File: src/rtl/image_pkg.sv
// Shared types and constants for the image streaming blocks.
package image_pkg;

  localparam int PIXEL_W_DEF = 12;

  typedef enum logic [1:0] {
    IDLE     = 2'd0,
    WAIT_SOP = 2'd1,
    STREAM   = 2'd2
  } sel_state_t;

endpackage

File: src/rtl/stream_frame_tracker.sv
// Follows sop/eop framing on accepted beats and flags frame starts, ends and
// framing violations as combinational pulses for the owning controller.
module stream_frame_tracker (
  input  logic clk,
  input  logic reset,
  input  logic valid,
  input  logic ready,
  input  logic sop,
  input  logic eop,
  output logic frame_start,
  output logic frame_end,
  output logic frame_err
);

  logic in_frame;
  logic accepted;

  assign accepted    = valid & ready;
  assign frame_start = accepted & sop;
  assign frame_end   = accepted & eop;

  // A sop inside a frame, or an eop with no open frame and no sop on the same beat.
  assign frame_err = accepted & ((sop & in_frame) | (eop & ~sop & ~in_frame));

  always_ff @(posedge clk) begin
    if (reset) begin
      in_frame <= 1'b0;
    end else if (accepted) begin
      if (eop) begin
        in_frame <= 1'b0;
      end else if (sop) begin
        in_frame <= 1'b1;
      end
    end
  end

endmodule

File: src/rtl/frame_source_select.sv
// Frame-aligned selector: forwards FRAMES_PER_MODE whole frames from each source
// in turn, switching source only between frames.
//
// state    | meaning
// IDLE     | not forwarding, upstream drained, waiting for at_table
// WAIT_SOP | sequence running, waiting for the next sop of cur_src
// STREAM   | forwarding the current frame of cur_src
module frame_source_select
  import image_pkg::*;
#(
  parameter int                 PIXEL_W         = PIXEL_W_DEF,
  parameter int                 NUM_SRC         = 2,
  parameter int                 FRAMES_PER_MODE = 1,
  parameter logic [PIXEL_W-1:0] IDLE_VALUE      = '0,
  localparam int                SRC_W           = (NUM_SRC > 1) ? $clog2(NUM_SRC) : 1
) (
  input  logic                       clk,
  input  logic                       reset,
  input  logic [NUM_SRC*PIXEL_W-1:0] data_in,
  input  logic                       sop_in,
  input  logic                       eop_in,
  input  logic                       valid_in,
  output logic                       ready_out,
  output logic [PIXEL_W-1:0]         data_out,
  output logic                       sop_out,
  output logic                       eop_out,
  output logic                       valid_out,
  input  logic                       ready_in,
  input  logic                       at_table,
  input  logic                       abort,
  output logic                       busy,
  output logic [SRC_W-1:0]           cur_src,
  output logic                       done,
  output logic                       err
);

  localparam int               CNT_W    = (FRAMES_PER_MODE > 1) ? $clog2(FRAMES_PER_MODE) : 1;
  localparam logic [SRC_W-1:0] LAST_SRC = SRC_W'(NUM_SRC - 1);
  localparam logic [CNT_W-1:0] LAST_FRM = CNT_W'(FRAMES_PER_MODE - 1);

  sel_state_t       state, state_nxt;
  logic [SRC_W-1:0] src_nxt;
  logic [CNT_W-1:0] frame_cnt, cnt_nxt;
  logic             abort_pend, pend_nxt;
  logic             done_nxt;
  logic             close_req;
  logic             pass;
  logic             sop_acc, eop_acc, frame_err;
  logic [PIXEL_W-1:0] src_pix [NUM_SRC];

  for (genvar k = 0; k < NUM_SRC; k++) begin : g_unpack
    assign src_pix[k] = data_in[k*PIXEL_W +: PIXEL_W];
  end

  // The sop beat in WAIT_SOP is forwarded in the same cycle, so the pass decision
  // looks at sop_in directly rather than waiting for the STREAM state.
  assign pass      = ~reset & ((state == STREAM) | ((state == WAIT_SOP) & sop_in));
  assign data_out  = pass ? src_pix[cur_src] : IDLE_VALUE;
  assign sop_out   = pass & sop_in;
  assign eop_out   = pass & eop_in;
  assign valid_out = pass & valid_in;
  assign ready_out = pass ? ready_in : 1'b1;
  assign busy      = (state != IDLE);

  stream_frame_tracker u_tracker (
    .clk         (clk),
    .reset       (reset),
    .valid       (valid_in),
    .ready       (ready_out),
    .sop         (sop_in),
    .eop         (eop_in),
    .frame_start (sop_acc),
    .frame_end   (eop_acc),
    .frame_err   (frame_err)
  );

  always_comb begin
    state_nxt = state;
    src_nxt   = cur_src;
    cnt_nxt   = frame_cnt;
    pend_nxt  = abort_pend;
    done_nxt  = 1'b0;
    close_req = 1'b0;

    case (state)
      IDLE: begin
        if (at_table) begin
          state_nxt = WAIT_SOP;
          src_nxt   = '0;
          cnt_nxt   = '0;
          pend_nxt  = 1'b0;
        end
      end
      WAIT_SOP: begin
        // An abort arriving with the accepted sop cannot cut the frame; it waits for eop.
        if (sop_acc) begin
          state_nxt = STREAM;
          pend_nxt  = abort;
          close_req = eop_in;
        end else if (abort) begin
          state_nxt = IDLE;
        end
      end
      STREAM: begin
        if (abort) begin
          pend_nxt = 1'b1;
        end
        close_req = eop_acc;
      end
      default: state_nxt = IDLE;
    endcase

    if (close_req) begin
      if ((cur_src == LAST_SRC) && (frame_cnt == LAST_FRM)) begin
        state_nxt = IDLE;
        cnt_nxt   = '0;
        pend_nxt  = 1'b0;
        done_nxt  = 1'b1;
      end else if (pend_nxt) begin
        state_nxt = IDLE;
        cnt_nxt   = '0;
        pend_nxt  = 1'b0;
      end else if (frame_cnt != LAST_FRM) begin
        state_nxt = WAIT_SOP;
        cnt_nxt   = frame_cnt + 1'b1;
      end else begin
        state_nxt = WAIT_SOP;
        cnt_nxt   = '0;
        src_nxt   = cur_src + 1'b1;
      end
    end
  end

  always_ff @(posedge clk) begin
    if (reset) begin
      state      <= IDLE;
      cur_src    <= '0;
      frame_cnt  <= '0;
      abort_pend <= 1'b0;
      done       <= 1'b0;
      err        <= 1'b0;
    end else begin
      state      <= state_nxt;
      cur_src    <= src_nxt;
      frame_cnt  <= cnt_nxt;
      abort_pend <= pend_nxt;
      done       <= done_nxt;
      err        <= frame_err;
    end
  end

endmodule

File: config.mk
export PLATFORM = sky130hd
export DESIGN_NAME = frame_source_select
export DESIGN_NICKNAME = d
export VERILOG_FILES = /design/src/rtl/image_pkg.sv /design/src/rtl/stream_frame_tracker.sv /design/src/rtl/frame_source_select.sv
export SDC_FILE = /design/constraint.sdc
export NUM_CORES = 1
export LEC_CHECK = 0
export CELL_PAD_IN_SITES_DETAIL_PLACEMENT = 1
export CELL_PAD_IN_SITES_GLOBAL_PLACEMENT = 1
export CORE_MARGIN = 8
export CORE_UTILIZATION = 21
export DETAILED_ROUTE_END_ITERATION = 10
export PLACE_DENSITY = 0.79
export SYNTH_ARGS = -nofsm -noshare
export SYNTH_HDL_FRONTEND = slang
export SYNTH_SLANG_ARGS = --single-unit
export TNS_END_PERCENT = 50
File: constraint.sdc
create_clock -name clk -period 2.4 [get_ports clk]
set_clock_uncertainty 0.05 [all_clocks]
set_input_delay 0.36 -clock clk [delete_from_list [all_inputs] [get_ports clk]]
set_output_delay 0.36 -clock clk [all_outputs]
set_load 0.1 [all_outputs]
==> metrics.csv <==
metric;value;unit
finalWirelength;2.89;mm
rows;20;
async_flop_share;0;
cp_max_fo;14;
powerDensity;442;nW/um^2
p_total;0.663;mW
layoutNonFillerInstCount;186;
fin_crit_sh;0.943;
coreArea;3050;um^2
post-dp-hpwl;2.58;mm
slew_violations;0;
syn_area;676;um^2
cts-root-buf;clkbuf_4;
drt_iter0_drc;12;
grt_pass1_wl;4.66;mm
synth_top_area_frac;0.207;
dp.cells;182;
antenna_cells;0;
die_w;72.7;um
clockBufferDepth;2;
antenna_found_initial;0;
place_area;1470;um^2
numCtsBuffers;3;
first_pass_iters;4;
reg2regPathDepth;6;
max_freq;442;MHz
synthFlopType;dfxtp_1;
worstMarginPinSlew;0.441;ns
grt_pass1_vias;955;
final_util;0.491;
synth-seq-cells;7;
synth_top_area_cell;dfxtp_1;
slew_headroom;0.701;
reg2reg_slack;0.49;ns
via_count;853;
avgSynthCellArea;7.51;um^2
htreeDepth;1;
worstSetupPathType;reg -> out;
holdBufCountCts;0;
cp-start-kind;flop;
synthToLayoutAreaGrowth;122;%
numPortBuffers;51;
drc;0;
yosysMostFrequentCell;nor2_1;
ys_warn_count;0;
grt_max_degree;17;
clkSinkCount;7;
crit_path_start;state[1];
required;1.99;ns
fin_area;1500;um^2
cts_tree;done;
rsz0062_at_grt;false;
synth_commonest_cells;17 x nor2_1, 13 x mux2i_1, 7 x dfxtp_1, 7 x inv_1;
hp-class;reg -> reg;
clock_latency;0.26;ns
tns;0;ns
yosys-top-cells-area;dfxtp_1 21%, mux2i_1 19%, nor2_1 9.4%;
setup_viol;0;
via_per_inst;4.59;
syn-num-nets;126;
clk_pin_slew_worst_paths;0.05;ns
synth_edf_count;0;
track_usage;0.113;
nets;179;
final.min_clock_period;2.26;ns
drive_gt1_frac;0.317;
p_leak;0.549;nW
worst_ep_arrival_time;1.85;ns
endpoint;data_out[6];
worst_r2r_endpoint;abort_pend;
die_y;72.7;um
antenna_left;0;
gp_congestion;0.775;
grt_overflow_total;0;
synth_cell_types;30;
status;finished, final reports clean;
initial_core_util;0.221;
dieArea;5290;um^2
avgRoutedWirePerCell;15.6;um
synth-seq-area-share;0.207;
rr_startpoint;state[1];
io_pins;52;
peakVddDrop;230;uV
endpoint_kind;primary output;
maxCapViolCount;0;
syn_inst;90;
hold_viol_final;0;
==> flip-flops by register name, indices dropped and copies added, names as in the netlist <==
name,count
cur_src,1
done,1
state,2
err,1
abort_pend,1
u_tracker.in_frame,1
==> repair_timing <==
action / CTS / global route
resized for setup: 0 / 2
buffers inserted: 0 / 0
setup endpoints to repair: 0 / 14
==> power by group <==
part / internal, mW / total [mW] / switching [mW]
sequential: 0.125 / 0.136 / 0.0110
clock: 0.0638 / 0.113 / 0.0488
combinational: 0.162 / 0.415 / 0.253
total: 0.351 / 0.663 / 0.313
==> metrics by stage <==
stage / hold WS [ns] / setup slack [ns]
finish: 0.478 / 0.136
global placement: 0.449 / 0.229
floorplan: 0.416 / -0.298
detailed placement: 0.466 / 0.191
global route: 0.524 / 0.0379
CTS: 0.477 / 0.0304
==> cells by family (layout without fill, tap and decap cells) <==
logic type	count (synthesis)	in the layout	share of synthesized area
AO/OA/AOI/OAI	17	17	0.172
buffers and inverters	14	66	0.0944
flip-flops	7	7	0.207
AND/OR/NAND/NOR	35	35	0.259
adder cells (fa/ha/maj)	4	4	0.0741
multiplexers	13	13	0.193
==> layer usage <==
layer  global-route usage  share of wire
met3               0.0728           0.12
met2                0.188           0.49
met4               0.0333          0.011
met5                    0              0
met1                0.114           0.38
==> worst min-delay path by stage <==
stage | start | endpoint | cells after the start
final | state[1] | state[1] | 2
after global routing | state[1] | state[1] | 2
after CTS | state[1] | state[1] | 2
after detailed placement | state[1] | state[1] | 2
after global placement | state[1] | state[1] | 2
after floorplan | valid_in | u_tracker.in_frame | 1
==> area by class of cell <==
class / instances / area, um^2
inverters: 7 / 26.3
multi-input cells: 69 / 556
clock buffers: 4 / 26.3
flip-flops and latches: 7 / 141
fillers: 353 / 1550
well taps: 44 / 55.1
repair buffers: 55 / 694
==> cell usage in the layout, fill, tap and decap left out, types with 2 or more instances in the layout <==
cell type        Yosys  final
or2_1                2      2
a21oi_1              3      2
o211ai_1             3      3
ha_1                 4      4
nor2_2               0      6
buf_12               0     16
nand2_1              2      2
mux2i_1             13     13
buf_4                0      7
o21ai_0              2      2
nor2_4               0      8
nor3_1               2      2
a311oi_1             2      2
nor2b_1              4      4
inv_1                7      7
nor2_1              17      3
clkbuf_4             0      3
clkdlybuf4s50_1      0     31
dfxtp_1              7      6
==> worst max-delay path: stages, from the launching register on <==
cell     delay (ns)
dfxtp_1        0.34
inv_1          0.09
ha_1           0.28
a21oi_2        0.10
or2_1          0.23
buf_6          0.19
nor2_2         0.18
buf_12         0.19
Power figures use the tool's default switching activity.
